## config.mk

```make
export PLATFORM = sky130hd
export DESIGN_NAME = keypad_scanner
export DESIGN_NICKNAME = d
export VERILOG_FILES = /design/src/rtl/keypad_scanner_pkg.sv /design/src/rtl/keypad_scan_timebase.sv /design/src/rtl/keypad_scanner.sv
export SDC_FILE = /design/constraint.sdc
export NUM_CORES = 1
export LEC_CHECK = 0
export BUFFER_PORTS_ARGS = -buffer_cell sky130_fd_sc_hd__buf_2
export CAP_MARGIN = 20
export CORE_MARGIN = 1
export CORE_UTILIZATION = 29
export CTS_BUF_LIST = sky130_fd_sc_hd__clkbuf_4 sky130_fd_sc_hd__clkbuf_8 sky130_fd_sc_hd__clkbuf_16
export CTS_CLUSTER_DIAMETER = 60
export DETAILED_ROUTE_END_ITERATION = 10
export GPL_ROUTABILITY_DRIVEN = 0
export SYNTH_ARGS = -nofsm -noshare
export SYNTH_HDL_FRONTEND = slang
export SYNTH_SLANG_ARGS = --single-unit
```

## constraint.sdc

```tcl
create_clock -name clock -period 4 [get_ports clock]
set_input_delay 0.4 -clock clock [delete_from_list [all_inputs] [get_ports clock]]
set_output_delay 0.4 -clock clock [all_outputs]
set_load 0.02 [all_outputs]
```

## src/rtl/keypad_scanner_pkg.sv

```systemverilog
// Shared encodings and geometry for the 4x4 hex keypad scanner.
package keypad_scanner_pkg;

  localparam int NUM_ROWS   = 4;
  localparam int NUM_COLS   = 4;
  localparam int KEY_CODE_W = 4;
  localparam int COL_IDX_W  = 2;
  localparam int ROW_IDX_W  = 2;

  typedef enum logic [1:0] {
    ST_IDLE,
    ST_DEBOUNCE,
    ST_PRESSED,
    ST_RELEASE
  } kpState_e;

  typedef enum logic [1:0] {
    RES_NONE,
    RES_SINGLE,
    RES_MULTI
  } scanRes_e;

endpackage

```

## src/rtl/keypad_scan_timebase.sv

```systemverilog
// Column timebase: prescaler, column index, one-cold strobe, tick and scan_done.
module keypad_scan_timebase
  import keypad_scanner_pkg::*;
#(
  parameter int SCAN_DIV = 2048
) (
  input  logic                 clock,
  input  logic                 reset,
  output logic [NUM_COLS-1:0]  col,
  output logic [COL_IDX_W-1:0] colIdx,
  output logic                 tick,
  output logic                 scanDone
);
  localparam int PW = $clog2(SCAN_DIV);

  logic [PW-1:0] presc;

  assign tick     = (presc == PW'(SCAN_DIV - 1));
  assign scanDone = tick && (colIdx == COL_IDX_W'(NUM_COLS - 1));

  // Prescaler wraps after SCAN_DIV cycles.
  always_ff @(posedge clock or posedge reset) begin
    if (reset)     presc <= '0;
    else if (tick) presc <= '0;
    else           presc <= presc + PW'(1);
  end

  // Column index steps once per tick, wrapping 3->0 naturally.
  always_ff @(posedge clock or posedge reset) begin
    if (reset)     colIdx <= '0;
    else if (tick) colIdx <= colIdx + COL_IDX_W'(1);
  end

  // One-cold strobe: the driven column is pulled low.
  always_comb col = ~(NUM_COLS'(1) << colIdx);

endmodule

```

## src/rtl/keypad_scanner.sv

```systemverilog
// 4x4 keypad scanner with whole-scan debounce and valid/ack key events.
// Optional macro KEYPAD_AUTOREPEAT_EN re-emits a held key every REPEAT_SCANS scans.
module keypad_scanner
  import keypad_scanner_pkg::*;
#(
  parameter int SCAN_DIV       = 2048,
  parameter int DEBOUNCE_SCANS = 4,
  parameter int REPEAT_SCANS   = 64
) (
  input  logic                  clock,
  input  logic                  reset,
  input  logic [NUM_ROWS-1:0]   row,
  output logic [NUM_COLS-1:0]   col,
  output logic [KEY_CODE_W-1:0] key_code,
  output logic                  key_valid,
  input  logic                  key_ack,
  output logic                  key_held,
  output logic                  overrun
);
  localparam int CNT_W = $clog2(DEBOUNCE_SCANS + 1);

  if (SCAN_DIV < 4 || DEBOUNCE_SCANS < 2 || REPEAT_SCANS < 1) begin : gBadParams
    $error("keypad_scanner: illegal parameter values");
  end

  logic [COL_IDX_W-1:0] colIdx;
  logic                 tick, scanDone;

  keypad_scan_timebase #(.SCAN_DIV(SCAN_DIV)) uTimebase (
    .clock    (clock),
    .reset    (reset),
    .col      (col),
    .colIdx   (colIdx),
    .tick     (tick),
    .scanDone (scanDone)
  );

  // Two-flop synchroniser; idle rows read as all-high.
  logic [NUM_ROWS-1:0] rowMeta, rowSync;
  always_ff @(posedge clock or posedge reset) begin
    if (reset) begin
      rowMeta <= '1;
      rowSync <= '1;
    end else begin
      rowMeta <= row;
      rowSync <= rowMeta;
    end
  end

  // Hits so far this scan: count saturates at 2 (= many), code valid when count is 1.
  logic [1:0]            accCnt, hitCnt, totCnt;
  logic [2:0]            sumCnt;
  logic [ROW_IDX_W-1:0]  hitRow;
  logic [KEY_CODE_W-1:0] accCode, totCode;
  scanRes_e              scanRes;

  // Fold the current column's sample into the running scan result.
  always_comb begin
    hitCnt = 2'd0;
    hitRow = '0;
    for (int r = 0; r < NUM_ROWS; r++) begin
      if (!rowSync[r]) begin
        hitRow = ROW_IDX_W'(r);
        if (hitCnt != 2'd2) hitCnt = hitCnt + 2'd1;
      end
    end
    sumCnt  = {1'b0, accCnt} + {1'b0, hitCnt};
    totCnt  = (sumCnt > 3'd2) ? 2'd2 : sumCnt[1:0];
    totCode = (accCnt == 2'd1) ? accCode : {hitRow, colIdx};
    scanRes = (totCnt == 2'd0) ? RES_NONE : (totCnt == 2'd1) ? RES_SINGLE : RES_MULTI;
  end

  // Accumulate on each tick; restart on the scan's last column.
  always_ff @(posedge clock or posedge reset) begin
    if (reset) begin
      accCnt  <= '0;
      accCode <= '0;
    end else if (scanDone) begin
      accCnt  <= '0;
      accCode <= '0;
    end else if (tick) begin
      accCnt  <= totCnt;
      accCode <= totCode;
    end
  end

  kpState_e              state, stateN;
  logic [CNT_W-1:0]      cnt, cntN;
  logic [KEY_CODE_W-1:0] cand, candN;
  logic                  heldN, emit, evPend;
`ifdef KEYPAD_AUTOREPEAT_EN
  localparam int REP_W = $clog2(REPEAT_SCANS + 1);
  logic [REP_W-1:0] repCnt, repCntN;
`endif

  // Debounce FSM state, counters and held level.
  always_ff @(posedge clock or posedge reset) begin
    if (reset) begin
      state    <= ST_IDLE;
      cnt      <= '0;
      cand     <= '0;
      key_held <= 1'b0;
      evPend   <= 1'b0;
`ifdef KEYPAD_AUTOREPEAT_EN
      repCnt   <= '0;
`endif
    end else begin
      state    <= stateN;
      cnt      <= cntN;
      cand     <= candN;
      key_held <= heldN;
      evPend   <= emit;
`ifdef KEYPAD_AUTOREPEAT_EN
      repCnt   <= repCntN;
`endif
    end
  end

  // Next-state: acts only on completed scans.
  always_comb begin
    stateN = state;
    cntN   = cnt;
    candN  = cand;
    heldN  = key_held;
    emit   = 1'b0;
`ifdef KEYPAD_AUTOREPEAT_EN
    repCntN = repCnt;
`endif
    if (scanDone) begin
      case (state)
        ST_IDLE: begin
          if (scanRes == RES_SINGLE) begin
            stateN = ST_DEBOUNCE;
            candN  = totCode;
            cntN   = CNT_W'(1);
          end
        end
        ST_DEBOUNCE: begin
          if (scanRes == RES_SINGLE && totCode == cand) begin
            if (cnt == CNT_W'(DEBOUNCE_SCANS - 1)) begin
              stateN = ST_PRESSED;
              heldN  = 1'b1;
              emit   = 1'b1;
              cntN   = '0;
`ifdef KEYPAD_AUTOREPEAT_EN
              repCntN = '0;
`endif
            end else begin
              cntN = cnt + CNT_W'(1);
            end
          end else if (scanRes == RES_SINGLE) begin
            candN = totCode;
            cntN  = CNT_W'(1);
          end else begin
            stateN = ST_IDLE;
            cntN   = '0;
          end
        end
        ST_PRESSED: begin
          if (scanRes == RES_NONE) begin
            stateN = ST_RELEASE;
            cntN   = CNT_W'(1);
`ifdef KEYPAD_AUTOREPEAT_EN
            repCntN = '0;
          end else if (scanRes == RES_SINGLE && totCode == cand) begin
            if (repCnt == REP_W'(REPEAT_SCANS - 1)) begin
              repCntN = '0;
              emit    = 1'b1;
            end else begin
              repCntN = repCnt + REP_W'(1);
            end
`endif
          end
        end
        ST_RELEASE: begin
          if (scanRes == RES_NONE) begin
            if (cnt == CNT_W'(DEBOUNCE_SCANS - 1)) begin
              stateN = ST_IDLE;
              heldN  = 1'b0;
              cntN   = '0;
            end else begin
              cntN = cnt + CNT_W'(1);
            end
          end else begin
            // Bounce back to held without a new event.
            stateN = ST_PRESSED;
            cntN   = '0;
`ifdef KEYPAD_AUTOREPEAT_EN
            repCntN = '0;
`endif
          end
        end
        default: stateN = ST_IDLE;
      endcase
    end
  end

  // Event register: a pending event beats a same-cycle ack; unacked overwrite flags overrun.
  always_ff @(posedge clock or posedge reset) begin
    if (reset) begin
      key_code  <= '0;
      key_valid <= 1'b0;
      overrun   <= 1'b0;
    end else if (evPend) begin
      key_code  <= cand;
      key_valid <= 1'b1;
      if (key_valid && !key_ack) overrun <= 1'b1;
    end else if (key_ack && key_valid) begin
      key_valid <= 1'b0;
      overrun   <= 1'b0;
    end
  end

endmodule

```

==> flow_summary.toml, run 1 <==
[sta]
fin_skew_ns = 0.006396
relSlewSlack_pct = 43.31
slew_viol_final = 0
fmax_mhz = 311.9
worst_hold_slack_ns = 0.1953
period_needed_ns = 3.206
setup_viol = 0
finalCritPeriodShare_pct = 80.14
tightestPinTransition_ns = 0.8473
tns_ns = 0
grt_setup_unrepaired = "no"
fin_ws_ns = 0.7943
hold_violations = 0

[cells_and_area]
seq_area_um2 = 1111
post-route-cell-area_um2 = 2505
fin_nets = 248
syn2layout_area_growth_pct = 13.36
fillers = 782
drive_gt1_share_pct = 20.78
diodes = 0
multiInputGateArea_um2 = 983.4
layout_commonest_cell = "dfrtp_1"
layout_common_cells = "dfrtp_1 (36), inv_1 (21), buf_2 (17)"

[setup_path]
critPathCapture = "cand[1]"
r2r-start = "rowSync[0]"
critPathLaunch = "rowSync[0]"
reg2reg_slack_ns = 0.79
path_class = "register to register"
cp.arrival_ns = 3.44
crit_fanout = 4
r2r_cells = 13
start_kind = "register"
endpoint_kind = "register"
cp.required_ns = 4.23
rr_endpoint = "cand[1]"

[yosys]
synth_area_per_cell_um2 = 10.52
synth.distinct_cells = 43
netlist_instances = 210
yosysTopAreaCell = "dfrtp_1"
synth_edf_count = 0
synth_nets = 228
async_reset_ff_share_pct = 100.0
ys_warn_count = 0
synthTopCellsByArea = "dfrtp_1 (41%), dfstp_2 (9.5%), ha_1 (5.7%), inv_1 (3.7%), mux2_2 (3.1%)"
ys_seq_elements = 44
yosysTopAreaCellShare_pct = 40.77
netlist_area_um2 = 2210
synth_seq_area_share_pct = 50.28
ys.flop_type = "dfrtp_1"

[placement]
place_ws_ns = 0.7784
portBuffers = 17
dp_hpwl_um = 2877
post_dp_cell_area_um2 = 2394

[grt]
gr-total-overflow = 0
grt_usage_pct = 11.62
grt_first_pass_wirelength_um = 6941
antenna_found_initial = 0
grt_pass1_vias = 1523
grt_start_max_net_pins = 45

[floorplanning]
die_w_um = 89.29
die_h_um = 89.29
ioPinCount = 18
dieArea_um2 = 7973
start_util_pct = 30.30
core_area_um2 = 7292
rows = 31

[hold_path]
hold_path_class = "input pin to register"
min_path_cells = 1

[clock_network]
cts-root-buf = "clkbuf_8"
worstSkewPairLatency_ns = 0.30
cts_resized = 0
clk_path_buf_depth = 2
postCtsHoldBufs = 0
htreeDepth = 2
cts_tree = "done"
post_cts.repair.setup_buffers = 0
clock-sinks = 44
clkTransAtPathRegs_ns = 0.08
numCtsBuffers = 5

[routing]
dr.pass1.iters = 4
drtIter0Drc = 105
vias = 1531
wl_per_cell_um = 12.14
ant_nets = 0
viasPerCell = 4.639
drc = 0
routed_wl_um = 4007

[power]
p_leak_nw = 1.141
p_clk_share_pct = 41.0
switching_power_mw = 0.1790
p_sw_share_pct = 21.39
internal_power_mw = 0.6577
comb_power_share_pct = 4.7
p_per_area_nw_per_um2 = 334.0
vdd_drop_max_v = 0.0001058
power_frac_seq_pct = 54.3

[run_status]
status = "finished clean"

[run]
drv_cap = 0
==> through the flow <==
step	utilization (%)	power [mW]	std cells
floorplan	-	0.4913	210
global placement	32.82	0.5024	322
detailed placement	32.82	0.5035	322
CTS	34.35	0.8465	330
global route	34.35	0.8767	330
finish	34.35	0.8367	330
==> power by group through the flow <==
stage	Combinational [mW]	Clock, mW	Sequential (mW)
after floorplan	0.0290	0	0.462
after global placement	0.0396	0	0.463
after detailed placement	0.0405	0	0.463
after CTS	0.0407	0.351	0.454
after global routing	0.0465	0.375	0.455
final	0.0392	0.343	0.454
==> logic make-up (layout without fill, tap and decap cells) <==
logic type	after synthesis	after routing	synth area share [%]
buf+inv	27	48	5.209
flops	44	44	50.28
fa+ha+maj	11	11	6.569
compound gates	33	33	9.739
xor+xnor	13	13	5.153
mux	11	11	5.323
simple gates	71	71	17.72
==> final cells by class <==
type,count,area share [%]
well taps,99,4.945
repair buffers,18,3.696
inverters,22,3.297
multi-input cells,139,39.26
clock inverters,2,1.399
flip-flops and latches,44,44.36
clock buffers,6,3.047
==> Yosys cell counts, types with 4 or more instances <==
library cell	instances
xor2_1	6
nand3_1	13
nand2_1	14
ha_1	10
a21oi_1	8
dfrtp_1	36
nor2b_1	5
xnor2_1	7
dfstp_2	8
nor2_1	16
o22ai_1	4
mux2i_1	5
nand4_1	6
o21ai_0	7
inv_1	22
mux2_2	6
==> worst max-delay path: stages, from the launching register on <==
cell and delay [ns]:
dfstp_2 0.53, inv_1 0.04, ha_1 0.27, a21oi_1 0.19, ha_1 0.17, nor2_1 0.04
a21oi_1 0.12, ha_1 0.15, inv_1 0.04, fa_1 0.49, nand2_1 0.11, or4_1 0.58
a21oi_2 0.21, mux2i_1 0.20
==> worst min-delay path by stage <==
stage / from / end
after CTS: row[1] / rowMeta[1]
after detailed placement: rowMeta[2] / rowSync[2]
after global placement: rowMeta[0] / rowSync[0]
after floorplan: rowMeta[0] / rowSync[0]
final: row[1] / rowMeta[1]
after global routing: row[1] / rowMeta[1]
==> per-layer routing <==
layer	GRT usage [%]	routed length, um	vias to the layer above
li1	-	-	758
met1	14.24	1814	734
met2	19.01	1962	31
met3	2.862	138	8
met4	5.916	92	0
met5	0	0	-
==> sequential cells by signal, summed over array words and instances, names as in the netlist, 2 cells and up <==
signal,count
uTimebase.presc,11
accCode,4
cand,4
key_code,4
rowMeta,4
rowSync,4
cnt,3
accCnt,2
state,2
uTimebase.colIdx,2
(Power assumes the default switching activity.)
==> run 2, diff against run 1 <==
==> constraint.sdc (replaced) <==
create_clock -name clock -period 2.67 [get_ports clock]
set_input_delay 0.267 -clock clock [delete_from_list [all_inputs] [get_ports clock]]
set_output_delay 0.267 -clock clock [all_outputs]
set_load 0.02 [all_outputs]
==> run 2 against run 1 <==
Compared with the run above: the flow now finishes with violations (negative setup slack); critical path type unchanged; power is 58% higher; cell count is 4.5% higher; largest cell class is now multi-input gates; clock-buffer cell count stayed put; sequential share of layout area is 4.4 points lower; worst hold slack worse by 0.17 ns; critical endpoint unchanged.
==> flow_summary.toml, run 2 (synthesized netlist as in run 1, its figures left out) <==
[cells_and_area]
instances_no_fill = 345
post-route-cell-area_um2 = 2779
fin_nets = 263
diodes = 0
largest_register = "uTimebase.presc"
layout_common_cells = "dfrtp_1 (36), inv_1 (19), buf_2 (17)"
syn2layout_area_growth_pct = 25.76
largest_reg_flops = 11
drive_gt1_share_pct = 34.15
fin_util_pct = 38.11
layout_commonest_cell = "dfrtp_1"
fillers = 723

[power]
p_sw_share_pct = 21.79
power_frac_seq_pct = 51.7
p_per_area_nw_per_um2 = 475.5
internal_power_mw = 1.033
vdd_drop_max_v = 0.0002933
switching_power_mw = 0.2879
comb_power_share_pct = 8.0
p_clk_share_pct = 40.3
p_leak_nw = 1.241
power.total_mw = 1.321

[setup_path]
cp.arrival_ns = 3.25
cp.required_ns = 2.89
path_class = "register to register"
crit_fanout = 3
endpoint_kind = "register"
start_kind = "register"
r2r_cells = 11

[floorplanning]
die_h_um = 89.29
rows = 31
start_util_pct = 30.30
die_w_um = 89.29
ioPinCount = 18
core_area_um2 = 7292
dieArea_um2 = 7973

[routing]
drc = 0
wl_per_cell_um = 11.64
ant_nets = 0
routed_wl_um = 4015
viasPerCell = 4.504
drtIter0Drc = 83
dr.pass1.iters = 4
vias = 1554

[sta]
relSlewSlack_pct = 43.62
grt_setup_unrepaired = "yes"
hold_violations = 0
setup_viol = 12
fin_ws_ns = -0.3559
fmax_mhz = 330.5
fin_skew_ns = 0.007067
slew_viol_final = 0
finalCritPeriodShare_pct = 113.3
period_needed_ns = 3.026
tightestPinTransition_ns = 0.8405

[clock_network]
clock-sinks = 44
cts-root-buf = "clkbuf_8"
htreeDepth = 2
numCtsBuffers = 5
postCtsHoldBufs = 0
clk_path_buf_depth = 2
clkTransAtPathRegs_ns = 0.09
cts_tree = "done"
worstSkewPairLatency_ns = 0.29

[run_status]
violations = "negative setup slack"
status = "complete, but fails checks"

[grt]
gr-total-overflow = 0
grt_start_max_net_pins = 24
antenna_found_initial = 0
grt_pass1_vias = 1514
grt_first_pass_wirelength_um = 6989
grt_usage_pct = 11.54

[placement]
portBuffers = 17
dp.cells = 333
post_dp_cell_area_um2 = 2516
dp_hpwl_um = 2907

[hold_path]
hold_path_class = "input pin to asynchronous set/reset pin"

[run]
drv_cap = 0
[run 2: cell count changes in the layout (fill, tap and decap cells not counted), sizes merged]
cell  change
buf      +15
[run 2: cell type report]
class                           count  area [um2]  share of cell area, %
Sequential cell                    44        1111                  39.98
Multi-Input combinational cell    139        1127                  40.57
Clock buffer                        6       82.58                  2.972
Inverter                           22       82.58                  2.972
Clock inverter                      2       38.79                  1.396
Tap cell                           99       123.9                  4.457
Timing Repair Buffer               33       212.7                  7.654
[run 2: repair_timing]
item,in CTS,in global routing
pin swaps,4,4
setup endpoints to repair,12,13
gates resized for setup,15,11
cloned,0,0
buffers inserted,3,1
[run 2: power groups by stage]
stage | Combinational, mW | Clock [mW] | Sequential, mW
after global routing | 0.118 | 0.581 | 0.684
after global placement | 0.0807 | 0 | 0.694
after CTS | 0.0971 | 0.548 | 0.681
final | 0.106 | 0.533 | 0.683
after detailed placement | 0.0812 | 0 | 0.694
after floorplan | 0.0480 | 0 | 0.693
[run 2: path summary, 6_finish.rpt]
kind | start | endpoint | slack (ns)
max | rowSync[0] | cand[1] | -0.36
min reg2reg | rowMeta[1] | rowSync[1] | 0.36
max in group asynchronous | reset | rowMeta[2] | 1.96
max reg2reg | rowSync[0] | cand[1] | -0.36
min in group clock | row[1] | rowMeta[1] | 0.06
min | reset | overrun | 0.03
[run 2: metrics by stage]
stage               setup WS (ns)  setup TNS, ns  hold slack, ns
floorplan                 -0.2040        -0.9209          0.2715
global placement          -0.2960         -1.891          0.3464
detailed placement        -0.3394         -2.049          0.3468
CTS                       -0.3378         -2.271         0.05520
global route              -0.4584         -3.868         0.03819
finish                    -0.3559         -2.578         0.02666
[run 2: metal layers]
layer,share of wire (%),track usage [%]
met1,47,14.72
met2,47,18.95
met3,4.4,2.862
met4,1.6,4.329
met5,0,0
[run 2: worst max-delay path: stages (launching register included)]
cell and delay, ns:
dfstp_2 0.56, inv_1 0.06, ha_4 0.27, a21oi_4 0.05, ha_2 0.31, inv_1 0.03, mux2_2 0.26, fa_1 0.52
nand2_2 0.06, or4_4 0.46, a21oi_4 0.17, mux2i_1 0.20
